==> config.mk <==
export PLATFORM = sky130hd
export DESIGN_NAME = pcm_frame_sched
export DESIGN_NICKNAME = d
export VERILOG_FILES = /design/src/rtl/pcm_frame_sched.sv
export SDC_FILE = /design/constraint.sdc
export NUM_CORES = 1
export LEC_CHECK = 0
export BUFFER_PORTS_ARGS = -buffer_cell sky130_fd_sc_hd__buf_4
export CORE_UTILIZATION = 63
export DETAILED_ROUTE_END_ITERATION = 8
export HOLD_SLACK_MARGIN = 0.12
export PLACE_DENSITY = 0.92
export SLEW_MARGIN = 20
export SYNTH_ARGS = -nofsm -noshare
export SYNTH_HDL_FRONTEND = slang
export SYNTH_SLANG_ARGS = --single-unit
==> constraint.sdc <==
create_clock -name scki -period 3 [get_ports scki]
set_clock_uncertainty 0.05 [all_clocks]
set_input_delay 0.9 -clock scki [delete_from_list [all_inputs] [get_ports scki]]
set_output_delay 0.9 -clock scki [all_outputs]
set_load 0.1 [all_outputs]
==> src/rtl/pcm_frame_sched.sv <==
// pcm_frame_sched: sequencer for the I2S PCM test generator.
// Divides scki into bck, generates lrck, time-shares the sine-LUT read port
// between the left and right phase accumulators, and strobes load/shift for
// the output shift register.
// Optional feature macro: PCM_SEQ_STATUS_EN adds the o_frame_cnt status port.
module pcm_frame_sched #(
  parameter int BCK_DIV   = 4,
  parameter int SLOT_BITS = 32,
  parameter int DATA_BITS = 24,
  parameter int ADDR_W    = 12
) (
  input  logic              scki,
  input  logic              rst,
  input  logic              i_enable,
  input  logic [ADDR_W-1:0] i_step_l,
  input  logic [ADDR_W-1:0] i_step_r,
  output logic              o_bck,
  output logic              o_lrck,
  output logic [ADDR_W-1:0] o_lut_addr,
  output logic              o_lut_rd,
  output logic              o_load,
  output logic              o_shift,
  output logic              o_busy
`ifdef PCM_SEQ_STATUS_EN
  ,
  output logic [15:0]       o_frame_cnt
`endif
);

  // The bit counter must hold a full slot; a slot is always wider than a sample.
  localparam int CNT_MAX = (SLOT_BITS > DATA_BITS) ? SLOT_BITS : (DATA_BITS + 1);
  localparam int BIT_W   = $clog2(CNT_MAX);
  localparam int DIV_W   = $clog2(BCK_DIV);
  localparam logic [DIV_W-1:0] DIV_LAST   = DIV_W'(BCK_DIV - 1);
  localparam logic [DIV_W-1:0] DIV_HALF   = DIV_W'(BCK_DIV / 2);
  localparam logic [BIT_W-1:0] BIT_LAST   = BIT_W'(SLOT_BITS - 1);
  // Read is registered on the tick before the mid-slot bit, so it is visible at SLOT_BITS/2.
  localparam logic [BIT_W-1:0] BIT_PRE_RD = BIT_W'(SLOT_BITS / 2 - 1);

  typedef enum logic [1:0] {
    S_IDLE     = 2'd0,
    S_PREFETCH = 2'd1,
    S_RUN      = 2'd2,
    S_DRAIN    = 2'd3
  } state_t;

  state_t            r_state, w_state;
  logic              r_pre, w_pre;
  logic [DIV_W-1:0]  r_div, w_div;
  logic [BIT_W-1:0]  r_bit, w_bit;
  logic              r_bck;
  logic              r_lrck, w_lrck;
  logic [ADDR_W-1:0] r_lut_addr, w_lut_addr;
  logic              r_lut_rd, w_lut_rd;
  logic              r_rd_is_r, w_rd_is_r;
  logic              r_load, w_load;
  logic              r_shift, w_shift;
  logic              r_busy;
  logic [ADDR_W-1:0] r_phase_l, w_phase_l;
  logic [ADDR_W-1:0] r_phase_r, w_phase_r;
  logic [ADDR_W-1:0] r_step_l, w_step_l;
  logic [ADDR_W-1:0] r_step_r, w_step_r;
  logic              w_tick;

  assign w_tick = (r_div == DIV_LAST);

  // Next-state, counter, strobe and phase-accumulator logic.
  always_comb begin
    w_state    = r_state;
    w_pre      = r_pre;
    w_div      = r_div;
    w_bit      = r_bit;
    w_lrck     = r_lrck;
    w_lut_addr = r_lut_addr;
    w_lut_rd   = 1'b0;
    w_rd_is_r  = r_rd_is_r;
    w_load     = 1'b0;
    w_shift    = 1'b0;
    w_phase_l  = r_phase_l;
    w_phase_r  = r_phase_r;
    w_step_l   = r_step_l;
    w_step_r   = r_step_r;

    // The accumulator of the channel just read advances one cycle after its read.
    if (r_lut_rd && r_rd_is_r) begin
      w_phase_r = r_phase_r + r_step_r;
    end else if (r_lut_rd) begin
      w_phase_l = r_phase_l + r_step_l;
    end else begin
      w_phase_l = r_phase_l;
    end

    case (r_state)
      S_IDLE: begin
        w_div  = '0;
        w_bit  = '0;
        w_lrck = 1'b1;
        w_pre  = 1'b0;
        if (i_enable) begin
          // First frame: fetch the left sample now and latch this frame's steps.
          w_state    = S_PREFETCH;
          w_lut_rd   = 1'b1;
          w_lut_addr = r_phase_l;
          w_rd_is_r  = 1'b0;
          w_step_l   = i_step_l;
          w_step_r   = i_step_r;
        end else begin
          w_state = S_IDLE;
        end
      end
      S_PREFETCH: begin
        if (!r_pre) begin
          w_pre  = 1'b1;
          w_load = 1'b1;
        end else begin
          w_pre   = 1'b0;
          w_state = S_RUN;
          w_lrck  = 1'b0;
          w_bit   = '0;
          w_div   = '0;
        end
      end
      S_RUN, S_DRAIN: begin
        if ((r_state == S_RUN) && !i_enable) begin
          w_state = S_DRAIN;
        end else begin
          w_state = r_state;
        end
        if (w_tick) begin
          w_div = '0;
          if (r_bit == BIT_LAST) begin
            w_bit = '0;
            if (!r_lrck) begin
              w_lrck = 1'b1;
              w_load = 1'b1;
            end else if (r_state == S_DRAIN) begin
              // Right slot finished while draining: stop cleanly with lrck high.
              w_state = S_IDLE;
              w_lrck  = 1'b1;
            end else begin
              // New stereo frame: steps sampled here apply to this frame's updates.
              w_lrck   = 1'b0;
              w_load   = 1'b1;
              w_step_l = i_step_l;
              w_step_r = i_step_r;
            end
          end else begin
            w_bit   = r_bit + BIT_W'(1);
            w_shift = 1'b1;
            if ((r_bit == BIT_PRE_RD) && (r_state == S_RUN) && i_enable) begin
              // Fetch the opposite channel's next sample well ahead of its load.
              w_lut_rd   = 1'b1;
              w_rd_is_r  = !r_lrck;
              w_lut_addr = r_lrck ? r_phase_l : r_phase_r;
            end else begin
              w_lut_rd = 1'b0;
            end
          end
        end else begin
          w_div = r_div + DIV_W'(1);
        end
      end
      default: begin
        w_state = S_IDLE;
      end
    endcase
  end

  // State and output registers with synchronous reset.
  always_ff @(posedge scki) begin
    if (rst) begin
      r_state    <= S_IDLE;
      r_pre      <= 1'b0;
      r_div      <= '0;
      r_bit      <= '0;
      r_bck      <= 1'b0;
      r_lrck     <= 1'b1;
      r_lut_addr <= '0;
      r_lut_rd   <= 1'b0;
      r_rd_is_r  <= 1'b0;
      r_load     <= 1'b0;
      r_shift    <= 1'b0;
      r_busy     <= 1'b0;
      r_phase_l  <= '0;
      r_phase_r  <= '0;
      r_step_l   <= '0;
      r_step_r   <= '0;
    end else begin
      r_state    <= w_state;
      r_pre      <= w_pre;
      r_div      <= w_div;
      r_bit      <= w_bit;
      r_bck      <= (w_div >= DIV_HALF);
      r_lrck     <= w_lrck;
      r_lut_addr <= w_lut_addr;
      r_lut_rd   <= w_lut_rd;
      r_rd_is_r  <= w_rd_is_r;
      r_load     <= w_load;
      r_shift    <= w_shift;
      r_busy     <= (w_state != S_IDLE);
      r_phase_l  <= w_phase_l;
      r_phase_r  <= w_phase_r;
      r_step_l   <= w_step_l;
      r_step_r   <= w_step_r;
    end
  end

  assign o_bck      = r_bck;
  assign o_lrck     = r_lrck;
  assign o_lut_addr = r_lut_addr;
  assign o_lut_rd   = r_lut_rd;
  assign o_load     = r_load;
  assign o_shift    = r_shift;
  assign o_busy     = r_busy;

`ifdef PCM_SEQ_STATUS_EN
  logic [15:0] r_frame_cnt;
  logic        w_frame_end;

  assign w_frame_end = ((r_state == S_RUN) || (r_state == S_DRAIN)) && w_tick &&
                       (r_bit == BIT_LAST) && r_lrck;

  // Count completed stereo frames; wraps naturally at 16 bits.
  always_ff @(posedge scki) begin
    if (rst) begin
      r_frame_cnt <= 16'd0;
    end else if (w_frame_end) begin
      r_frame_cnt <= r_frame_cnt + 16'd1;
    end else begin
      r_frame_cnt <= r_frame_cnt;
    end
  end

  assign o_frame_cnt = r_frame_cnt;
`endif

endmodule

Word level (Yosys, flattened, before mapping)
Index checks and enable logic that the tools add are counted.

word-level totals
  output and inout bits = 18
  word-level logic and storage cells = 112
  register bits after elaboration = 77
  input bits = 27

operators by class
  magnitude comparators = 1
  equal/unequal tests = 14
  multiplexer cells = 57
  bitwise gates (word level) = 3
  add/sub/neg operators = 4
  reduce and logical (&&, ||, !) cells = 17

operators by type and width
  kind                                                                    count
  12-bit two-way mux                                                      15
  12-bit one-hot mux with 2 select lines                                  3
  12-bit adder                                                            2
  1-bit two-way mux                                                       20
  2-bit two-way mux                                                       8
  2-bit inequality test (second input constant)                           8
  5-bit two-way mux                                                       3
  5-bit one-hot mux with 3 select lines                                   1
  2-bit one-hot mux with 3 select lines                                   2
  1-bit one-hot mux with 2 select lines                                   4
  2-bit equality test (second input constant)                             3
  6-bit AND reduction                                                     1
  2-bit nonzero test                                                      3
  5-bit by 1-bit adder with 5-bit output (second input constant)          1
  5-bit by 4-bit equality test with 1-bit output (second input constant)  1
  5-bit equality test (second input constant)                             1
  5-bit AND reduction                                                     1
  1-bit logical AND                                                       4
  2-bit AND reduction                                                     2
  1-bit inverter                                                          3
  1-bit one-hot mux with 3 select lines                                   1
  3-bit AND reduction                                                     1
  3-bit OR reduction                                                      1
  2-bit by 1-bit adder with 2-bit output (second input constant)          1
  other kinds (5)                                                         6

Depth between registers and ports, before layout
Gate-level depths: netlist (run 1).

  depth in word-level cells = 9
  mapped depth = 10
  gate-level depth less buffers = 8

Worst setup path before layout (run 1)
OpenSTA, ideal clock, no wires.

  path kind = reg2reg
  start = register r_lrck, in the netlist o_lrck
  end = register r_step_l[0]
  path slack = 0.968 ns
  setup time = 0.070 ns
  required time = 2.880 ns
  path buffers = 1
  cell stages (with the launch flop) = 6
  data arrival time = 1.911 ns
  period minus slack after synthesis = 2.032 ns
  path through = dfxtp_1 > nand4_1 > a21oi_2 > buf_4 > nand2_1 > a21oi_1

on the way
  word-level cells in the longest chain between the ends = 2

ends and longest elaborated chain
  element                                 line  source
  start, declared                         52    logic r_lrck, w_lrck;
  start signal, assigned                  194   r_lrck <= w_lrck;
  2-bit inequality test (no source line)  --
  6-bit AND reduction (no source line)    --
  end signal, assigned                    203   r_step_l <= w_step_l;
  end, declared                           61    logic [ADDR_W-1:0] r_step_l, w_step_l;

No other way between the ends.
A chain may end at the register's enable or synchronous reset.

Worst setup path in the final report (run 1)
  start = register r_bit[0]
  end = register r_lut_addr[10], in the netlist o_lut_addr[10]

on the way
  word-level cells in the longest chain between the ends = 5
  elaborated cells between the ends (all ways) = 7
  classes of those cells = eq/ne: 4; reduce/logical: 3

ends and longest elaborated chain
  element                                         line  source
  start, declared                                 50    logic [BIT_W-1:0] r_bit, w_bit;
  start signal, assigned                          192   r_bit <= w_bit;
  5-bit by 4-bit equality test with 1-bit output  150   if ((r_bit == BIT_PRE_RD) && (r_state == S_RUN) && i_enable) begin
  1-bit logical AND (2 in a row)                  150
  2-bit inequality test (no source line)          --
  5-bit AND reduction (no source line) *          --
  end signal, assigned                            195   r_lut_addr <= w_lut_addr;
  end, declared                                   53    logic [ADDR_W-1:0] r_lut_addr, w_lut_addr;

Every way passes the cells marked *; elsewhere a longest branch is shown, timed or not.

==> impl_metrics.yaml, run 1 <==
clock_network:
  clk_path_buf_depth: 2
  cts_hold_buf: 0
  cts-root-buf: "clkbuf_8"
  insertion_delay_ps: 350
  cts_tree: "yes"
  clkTransAtPathRegs_ps: 80
  cts.sinks: 77
  cts_setup_buffers: 0
  cts_resized: 0
  h-tree-depth: 3
  cts_buffers: 9
sta:
  hold_ws_ps: 414.4
  fin_crit_ps: 2377
  hold_viol_final: 0
  max_freq_ghz: 0.4207
  min_period_over_period: 0.7924
  tns_ps: 0
  slew_headroom: 0.4410
  setup_viol: 0
  tightest_slew_ps: 838.6
  maxSlewViolCount: 0
  rsz0062_at_grt: "no"
hold_path:
  hold_path_end: "r_step_r[8]"
  hold_path_startpoint: "r_step_r[8]"
  min_path_type: "flip-flop to flip-flop"
  min_path_cells: 2
yosys:
  muxShareOfSynthArea: 0.03073
  synth_nets: 569
  synth_top_family_by_area: "simple AND/OR/NAND/NOR gates"
  synth_edf_count: 0
  synthArstFlopShare: 0
  synth_top_area_cell: "dfxtp_1"
  ys_warn_count: 0
  ys.flop_type: "dfxtp_1"
  synthCells: 514
  synthesis.area_um2: 4234
  ys_seq_area_frac: 0.3641
  synthSimpleGateAreaFrac: 0.2311
  synth_compound_area_frac: 0.2243
  synth_fa_ha_area_frac: 0.08629
  synthTopCellsByCount: "dfxtp_1, nand2_1, a21oi_1"
  ys_ff_latch: 77
  syn_area_per_cell_um2: 8.237
  synth.top_cells.by_area: "dfxtp_1, a21oi_1, ha_1"
  synth_top_cell_area_share: 0.3641
  synth_most_common_cell: "dfxtp_1"
  synth_xor_area_frac: 0.01034
  synth_cell_type_count: 55
final_layout:
  fin_cells: 624
  seqCellArea_um2: 1541
  nets: 597
  multi_input_area_um2: 2467
  area_growth_pct: 12.85
  num_antenna_cells: 0
  nFillCells: 469
  layout-drive-gt1-share: 0.1426
route:
  drc: 12
  routed_wl_um: 10130
  dr.first_iter.drc_count: 314
  drt-pass1-iter-count: 8
  routedWlPerCell_um: 16.23
  vias_per_cell: 6.385
  num_vias: 3984
  ant_nets: 0
power:
  p_int_mw: 1.772
  power_frac_seq: 0.445
  clock_power_share: 0.386
  power_per_cell_area_nw_per_um2: 523.6
  switching_share: 0.2916
  pwr-share-comb: 0.169
  vdd_ir_drop_max_uv: 323.0
  power_leakage_nw: 1.992
  p_sw_mw: 0.7294
die:
  die_x_um: 83.98
  fp-row-count: 29
  io_pins: 45
  dieHeight_um: 83.98
  die_area_um2: 7053
  initial_core_util: 0.6593
  coreArea_um2: 6422
worst_setup_path:
  worst-path-max-fanout: 19
  required_ps: 3180
  cp-start-kind: "flip-flop"
  reg2reg_slack_ps: 620
  worst-endpoint-arrival_ps: 2560
  r2r_start: "r_bit[0]"
  end_kind: "flip-flop"
  path_class: "flip-flop to flip-flop"
  r2r-end: "o_lut_addr[10]"
  r2r_cells: 7
status:
  status: "finished, violations left"
  failed_checks: "design-rule violations"
grt:
  grt_pass1_vias: 3672
  grt_pass1_wl_um: 16900
  antenna_found_initial: 0
  grtUsageTotal: 0.2988
  grt_overflow_total: 0
  grt_max_degree: 30
place:
  dp_hpwl_um: 6743
  port_buffers: 44
  dp.cells: 608
  place.gp.congestion: 0.9306
job:
  maxCapViolCount: 0
worst max-delay path: stages (launching register included):
cell	delay [ps]
dfxtp_1	340
ha_1	220
and3_1	200
ha_1	280
o21ai_1	160
and3b_1	650
buf_4	280
a211oi_1	80
worst max path at each step:
| stage | from | end | slack, ps | depth (start not counted) |
|---|---|---|---|---|
| 3_5_place_dp | rst | r_phase_l[11] | 570 | 7 |
| 5_1_grt | r_bit[0] | o_lut_addr[10] | 460 | 7 |
| 2_1_floorplan | o_lrck | r_step_l[0] | 970 | 5 |
| 3_3_place_gp | rst | r_phase_l[11] | 660 | 7 |
| 6_report | r_bit[0] | o_lut_addr[10] | 620 | 7 |
| 4_1_cts | r_bit[0] | o_lut_addr[5] | 640 | 7 |
power by group through the flow:
stage	Sequential [mW]	Combinational, mW	Clock, mW
after floorplan	1.26	0.193	0
after global placement	1.13	0.403	0
after detailed placement	1.13	0.415	0
after CTS	1.11	0.419	0.972
after global routing	1.12	0.452	1.02
final	1.11	0.423	0.967
layer usage:
layer | track usage | wire length (µm)
met4 | 0.1411 | 293
met1 | 0.3943 | 4416
met5 | 0 | 0
met3 | 0.05539 | 814
met2 | 0.4717 | 4604
kinds of logic after synthesis:
family          Yosys count
simple gates            198
compound gates          147
mux                      13
xor+xnor                  5
buf+inv                  46
flops                    77
fa+ha+maj                28
stage by stage:
step / total power, mW / setup WS [ps] / instance area (µm²) / utilization
after floorplan: 1.448 / 968.4 / 4234 / -
after global placement: 1.536 / 664.2 / 4529 / 0.7052
after detailed placement: 1.549 / 571.7 / 4529 / 0.7052
after CTS: 2.502 / 642.5 / 4778 / 0.7440
after global routing: 2.589 / 455.1 / 4778 / 0.7440
final: 2.502 / 622.9 / 4778 / 0.7440
sequential cells by signal (all words and copies together) (netlist names):
name,count
o_lut_addr,12
r_phase_l,12
r_phase_r,12
r_step_l,12
r_step_r,12
r_bit,5
r_div,2
r_state,2
o_bck,1
o_busy,1
o_load,1
o_lrck,1
o_lut_rd,1
o_shift,1
r_pre,1
r_rd_is_r,1
placed cells by master (no fill, tap or decap), types with 3 or more instances in the layout:
cell / n
nor2b_1: 6
ha_1: 26
nor4bb_1: 3
nor3b_1: 4
inv_1: 13
nand2b_1: 8
nand2_1: 76
nand4_1: 6
nor4_1: 4
mux2i_1: 13
and3_1: 7
a31oi_1: 4
buf_4: 50
nand3_1: 18
nor2_1: 36
o311ai_1: 3
bufinv_16: 3
nand3b_1: 3
a211oi_1: 16
and4_1: 4
o21a_1: 3
a21oi_1: 69
xor2_1: 3
o21ai_0: 18
or3_1: 3
nor3_1: 6
o2111ai_1: 8
o211ai_1: 4
clkbuf_8: 10
a21o_1: 3
dfxtp_1: 77
and2_1: 4
layout make-up:
type,instances,share of cell area
clock buffers,11,0.02959
flip-flops and latches,77,0.3226
clock inverters,5,0.02252
repair buffers,50,0.07855
multi-input cells,391,0.5164
inverters,13,0.01021
well taps,77,0.02016
Note: power is estimated with default switching activity, not from simulation.
==> inputs of run 2 (changes only) <==
- CORE_UTILIZATION: 63 -> 59
- PLACE_DENSITY: 0.92 -> 0.87
- clock period: 3 -> 2.25 ns (I/O delays scaled with it)
==> impl_metrics.yaml, run 2 (synthesis results as in run 1) <==
status:
  status: "finished, final reports clean"
place:
  port_buffers: 44
  dp.cells: 638
  place_area_um2: 4648
  place.gp.congestion: 0.9412
  dp_hpwl_um: 7567
  dp_slack_ps: 86.40
route:
  dr.first_iter.drc_count: 235
  drt-pass1-iter-count: 5
  routed_wl_um: 10550
  vias_per_cell: 6.102
  routedWlPerCell_um: 16.11
  drc: 0
  num_vias: 3997
  ant_nets: 0
sta:
  tns_ps: 0
  slew_headroom: 0.5917
  hold_viol_final: 0
  fin_crit_ps: 2153
  tightest_slew_ps: 611.6
  worst_slack_ps: 96.78
  maxSlewViolCount: 0
  setup_viol: 0
  min_period_over_period: 0.9570
  max_freq_ghz: 0.4644
power:
  p_sw_mw: 1.030
  clock_power_share: 0.346
  power_per_cell_area_nw_per_um2: 645.9
  power.total_mw: 3.169
  p_int_mw: 2.139
  pwr-share-comb: 0.186
  power_frac_seq: 0.468
  switching_share: 0.3249
  vdd_ir_drop_max_uv: 479.3
  power_leakage_nw: 2.032
worst_setup_path:
  critPathLaunch: "r_step_r[0]"
  r2r_start: "r_step_r[0]"
  path_cells: "ha_4, inv_1, fa_1, and2b_1, o31a_2, o2111ai_1, a2111oi_1, nand3b_1"
  cp-start-kind: "flip-flop"
  path_class: "flip-flop to flip-flop"
  slowest_delay_ps: 400
  r2r_cells: 8
  r2r-end: "r_phase_r[8]"
  cp-endpoint: "r_phase_r[8]"
  required_ps: 2500
  end_kind: "flip-flop"
  cp_slowest_cell: "dfxtp_1"
  worst-path-max-fanout: 4
  reg2reg_slack_ps: 100
  worst-endpoint-arrival_ps: 2400
final_layout:
  num_antenna_cells: 0
  fin_cells: 655
  nets: 609
  layout-drive-gt1-share: 0.1789
  final_cell_area_um2: 4906
  area_growth_pct: 15.87
  final_common_cell: "nand2_1"
  layout_common_cells: "nand2_1, dfxtp_1, a21oi_1, buf_4, nor2_1"
die:
  coreArea_um2: 6869
  dieHeight_um: 86.72
  io_pins: 45
  initial_core_util: 0.6164
  die_area_um2: 7519
  fp-row-count: 30
  die_x_um: 86.72
grt:
  grt_pass1_vias: 3750
  antenna_found_initial: 0
  grt_pass1_wl_um: 17300
  grt_overflow_total: 0
  grtUsageTotal: 0.2951
  grt_max_degree: 27
clock_network:
  h-tree-depth: 3
  cts_buffers: 9
  cts_tree: "yes"
  cts-root-buf: "clkbuf_8"
  clkTransAtPathRegs_ps: 90
  clk_path_buf_depth: 2
  cts.sinks: 77
  insertion_delay_ps: 360
job:
  maxCapViolCount: 0
hold_path:
  min_path_type: "flip-flop to flip-flop"
-- run 2: cell types whose count changed in the layout (fill, tap and decap cells not counted), moves of 2 or more --
| cell | before | now |
|---|---|---|
| inv_6 | 0 | 2 |
| a2111oi_0 | 2 | 0 |
| clkinvlp_4 | 0 | 2 |
| bufinv_16 | 3 | 1 |
| ha_2 | 0 | 2 |
| buf_4 | 50 | 61 |
| dfxtp_1 | 77 | 75 |
| dfxtp_2 | 0 | 2 |
| ha_1 | 26 | 23 |
-- run 2: cell type report --
type | count | area [µm²]
Tap cell | 96 | 120.1
Clock inverter | 7 | 82.58
Clock buffer | 9 | 123.9
Multi-Input combinational cell | 391 | 2509
Fill cell | 562 | 1963
Inverter | 13 | 48.80
Sequential cell | 77 | 1544
Timing Repair Buffer | 62 | 478.0
-- run 2: worst min path at each step --
stage                start  slack (ps)     endpoint  cells past startpoint
4_1_cts        r_step_r[2]         420  r_step_r[2]                      2
2_1_floorplan  r_step_l[0]         390  r_step_l[0]                      2
3_5_place_dp   r_step_r[2]         410  r_step_r[2]                      2
6_report       r_step_r[2]         410  r_step_r[2]                      2
5_1_grt        r_step_r[7]         430  r_step_r[7]                      2
3_3_place_gp   r_step_l[0]         400  r_step_l[0]                      2
-- run 2: worst max-delay path: cells and delay by family, from the launching register on --
| family | cells | cell delay, ps |
|---|---|---|
| AND/OR/NAND/NOR | 2 | 360 |
| adder cells (fa/ha/maj) | 2 | 530 |
| flip-flops | 1 | 400 |
| buffers and inverters | 1 | 50 |
| AO/OA/AOI/OAI | 3 | 700 |
-- run 2: stage by stage --
stage / utilization / hold WS [ps]
floorplan: - / 390.0
global placement: 0.6767 / 399.0
detailed placement: 0.6767 / 405.2
CTS: 0.7067 / 417.7
global route: 0.7142 / 434.2
finish: 0.7142 / 414.3
-- run 2: timing repair --
item / in CTS / in global routing
buffers inserted: 0 / 1
hold buffers: 0 / 0
setup endpoints to repair: 0 / 19
resized for setup: 0 / 12
-- run 2: power by group through the flow --
| stage | sequential (mW) | combinational (mW) | clock [mW] |
|---|---|---|---|
| after detailed placement | 1.51 | 0.578 | 0 |
| after global placement | 1.51 | 0.562 | 0 |
| after global routing | 1.49 | 0.630 | 1.17 |
| after CTS | 1.48 | 0.579 | 1.11 |
| after floorplan | 1.67 | 0.257 | 0 |
| final | 1.48 | 0.589 | 1.10 |
-- run 2: per-layer routing --
metal  vias to the layer above  GRT usage  routed length [µm]
met1                      1863     0.3793                4597
met4                         0     0.1182                 324
met2                       159     0.4856                4991
met3                        27    0.06095                 640
li1                       1948          -                   -
met5                         -          0                   0
==> inputs of run 3 (changes only) <==
- clock period: 2.25 -> 2.4 ns (I/O delays scaled with it)
==> impl_metrics.yaml, run 3 (synthesis results as in run 1) <==
status:
  status: "finished, final reports clean"
final_layout:
  final_common_cell: "dfxtp_1"
  nets: 603
  layout_common_cells: "dfxtp_1, nand2_1, a21oi_1, buf_4, nor2_1"
  layout-drive-gt1-share: 0.1591
  num_antenna_cells: 0
  area_growth_pct: 13.86
worst_setup_path:
  required_ps: 2640
  r2r_cells: 8
  critPathLaunch: "r_phase_l[0]"
  end_kind: "flip-flop"
  path_cells: "ha_1, inv_1, fa_1, nand2b_1, a21oi_4, o2111ai_1, a2111oi_2, nand3b_1"
  worst-path-max-fanout: 4
  cp-start-kind: "flip-flop"
  cp_slowest_cell: "fa_1"
  path_class: "flip-flop to flip-flop"
  r2r-end: "r_phase_l[8]"
  cp-endpoint: "r_phase_l[8]"
  r2r_start: "r_phase_l[0]"
  reg2reg_slack_ps: 170
  slowest_delay_ps: 410
  worst-endpoint-arrival_ps: 2470
clock_network:
  clkTransAtPathRegs_ps: 80
  insertion_delay_ps: 350
  cts_tree: "yes"
  cts-root-buf: "clkbuf_8"
  cts_setup_buffers: 0
  h-tree-depth: 3
  clk_path_buf_depth: 2
  cts_buffers: 9
  cts_hold_buf: 0
  cts.sinks: 77
sta:
  hold_viol_final: 0
  fin_crit_ps: 2235
  tightest_slew_ps: 795.3
  setup_viol: 0
  maxSlewViolCount: 0
  max_freq_ghz: 0.4475
  slew_headroom: 0.4687
  tns_ps: 0
  rsz0062_at_grt: "yes"
  hold_ws_ps: 412.8
  min_period_over_period: 0.9312
job:
  maxCapViolCount: 0
grt:
  grt_overflow_total: 0
  grtUsageTotal: 0.2795
  grt_pass1_vias: 3642
  grt_pass1_wl_um: 16440
  antenna_found_initial: 0
  grt_max_degree: 27
place:
  port_buffers: 44
  dp_hpwl_um: 7091
  place.gp.congestion: 0.9872
route:
  num_vias: 3960
  ant_nets: 0
  vias_per_cell: 6.102
  routed_wl_um: 10020
  drc: 0
  drt-pass1-iter-count: 8
  routedWlPerCell_um: 15.44
  dr.first_iter.drc_count: 345
power:
  power_leakage_nw: 1.991
  vdd_ir_drop_max_uv: 387.8
  power_per_cell_area_nw_per_um2: 600.5
die:
  die_area_um2: 7519
  fp-row-count: 30
  io_pins: 45
  coreArea_um2: 6869
  dieHeight_um: 86.72
  die_x_um: 86.72
  initial_core_util: 0.6164
hold_path:
  hold_path_startpoint: "r_step_r[2]"
  min_path_type: "flip-flop to flip-flop"
## run 3: through the flow
step	utilization	setup WS (ps)	total power, mW	std cells	instance area [µm²]
4_1_cts	0.6975	95.03	2.902	649	4791
6_report	0.7018	165.2	2.895	649	4821
3_5_place_dp	0.6694	141.7	1.942	633	4598
3_3_place_gp	0.6694	266.6	1.925	633	4598
2_1_floorplan	-	368.4	1.810	514	4234
5_1_grt	0.7018	-1.262	3.008	649	4821
## run 3: layer usage
layer  GRT usage  wire (µm)  up-vias
li1            -          -     1930
met1      0.3775       4497     1819
met2      0.4293       4588      179
met3     0.04571        608       32
met4      0.1485        327        0
met5           0          0        -
## run 3: power by group
group	total [mW]	internal [mW]	switching (mW)	leakage, nW
logic	0.534	0.157	0.377	1.27
registers	1.39	1.34	0.0497	0.628
clock network	0.972	0.507	0.466	0.0964
## run 3: timing repair
item,in CTS,in global routing
setup endpoints to repair,0,23
hold endpoints to repair,0,0
resized for setup,0,8
## run 3: final cells by class
class / count / area, µm²
Timing Repair Buffer: 56 / 420.4
Clock buffer: 12 / 145.1
Multi-Input combinational cell: 391 / 2497
Sequential cell: 77 / 1541
Inverter: 13 / 48.80
Fill cell: 539 / 2048
Tap cell: 96 / 120.1
Clock inverter: 4 / 47.55
## run 3: worst min-delay path by stage
stage	endpoint	slack, ps	cells after the start
after global routing	r_step_l[2]	430	2
after detailed placement	r_step_r[2]	400	2
final	r_step_r[2]	410	2
after floorplan	r_step_l[0]	390	2
after global placement	r_step_r[4]	400	2
after CTS	r_step_r[2]	410	2
## run 3: critical path, delay by kind of cell (launching register included)
family / cells / cell delay, ps
buf+inv: 1 / 70
flops: 1 / 350
simple gates: 2 / 360
fa+ha+maj: 2 / 640
compound gates: 3 / 700
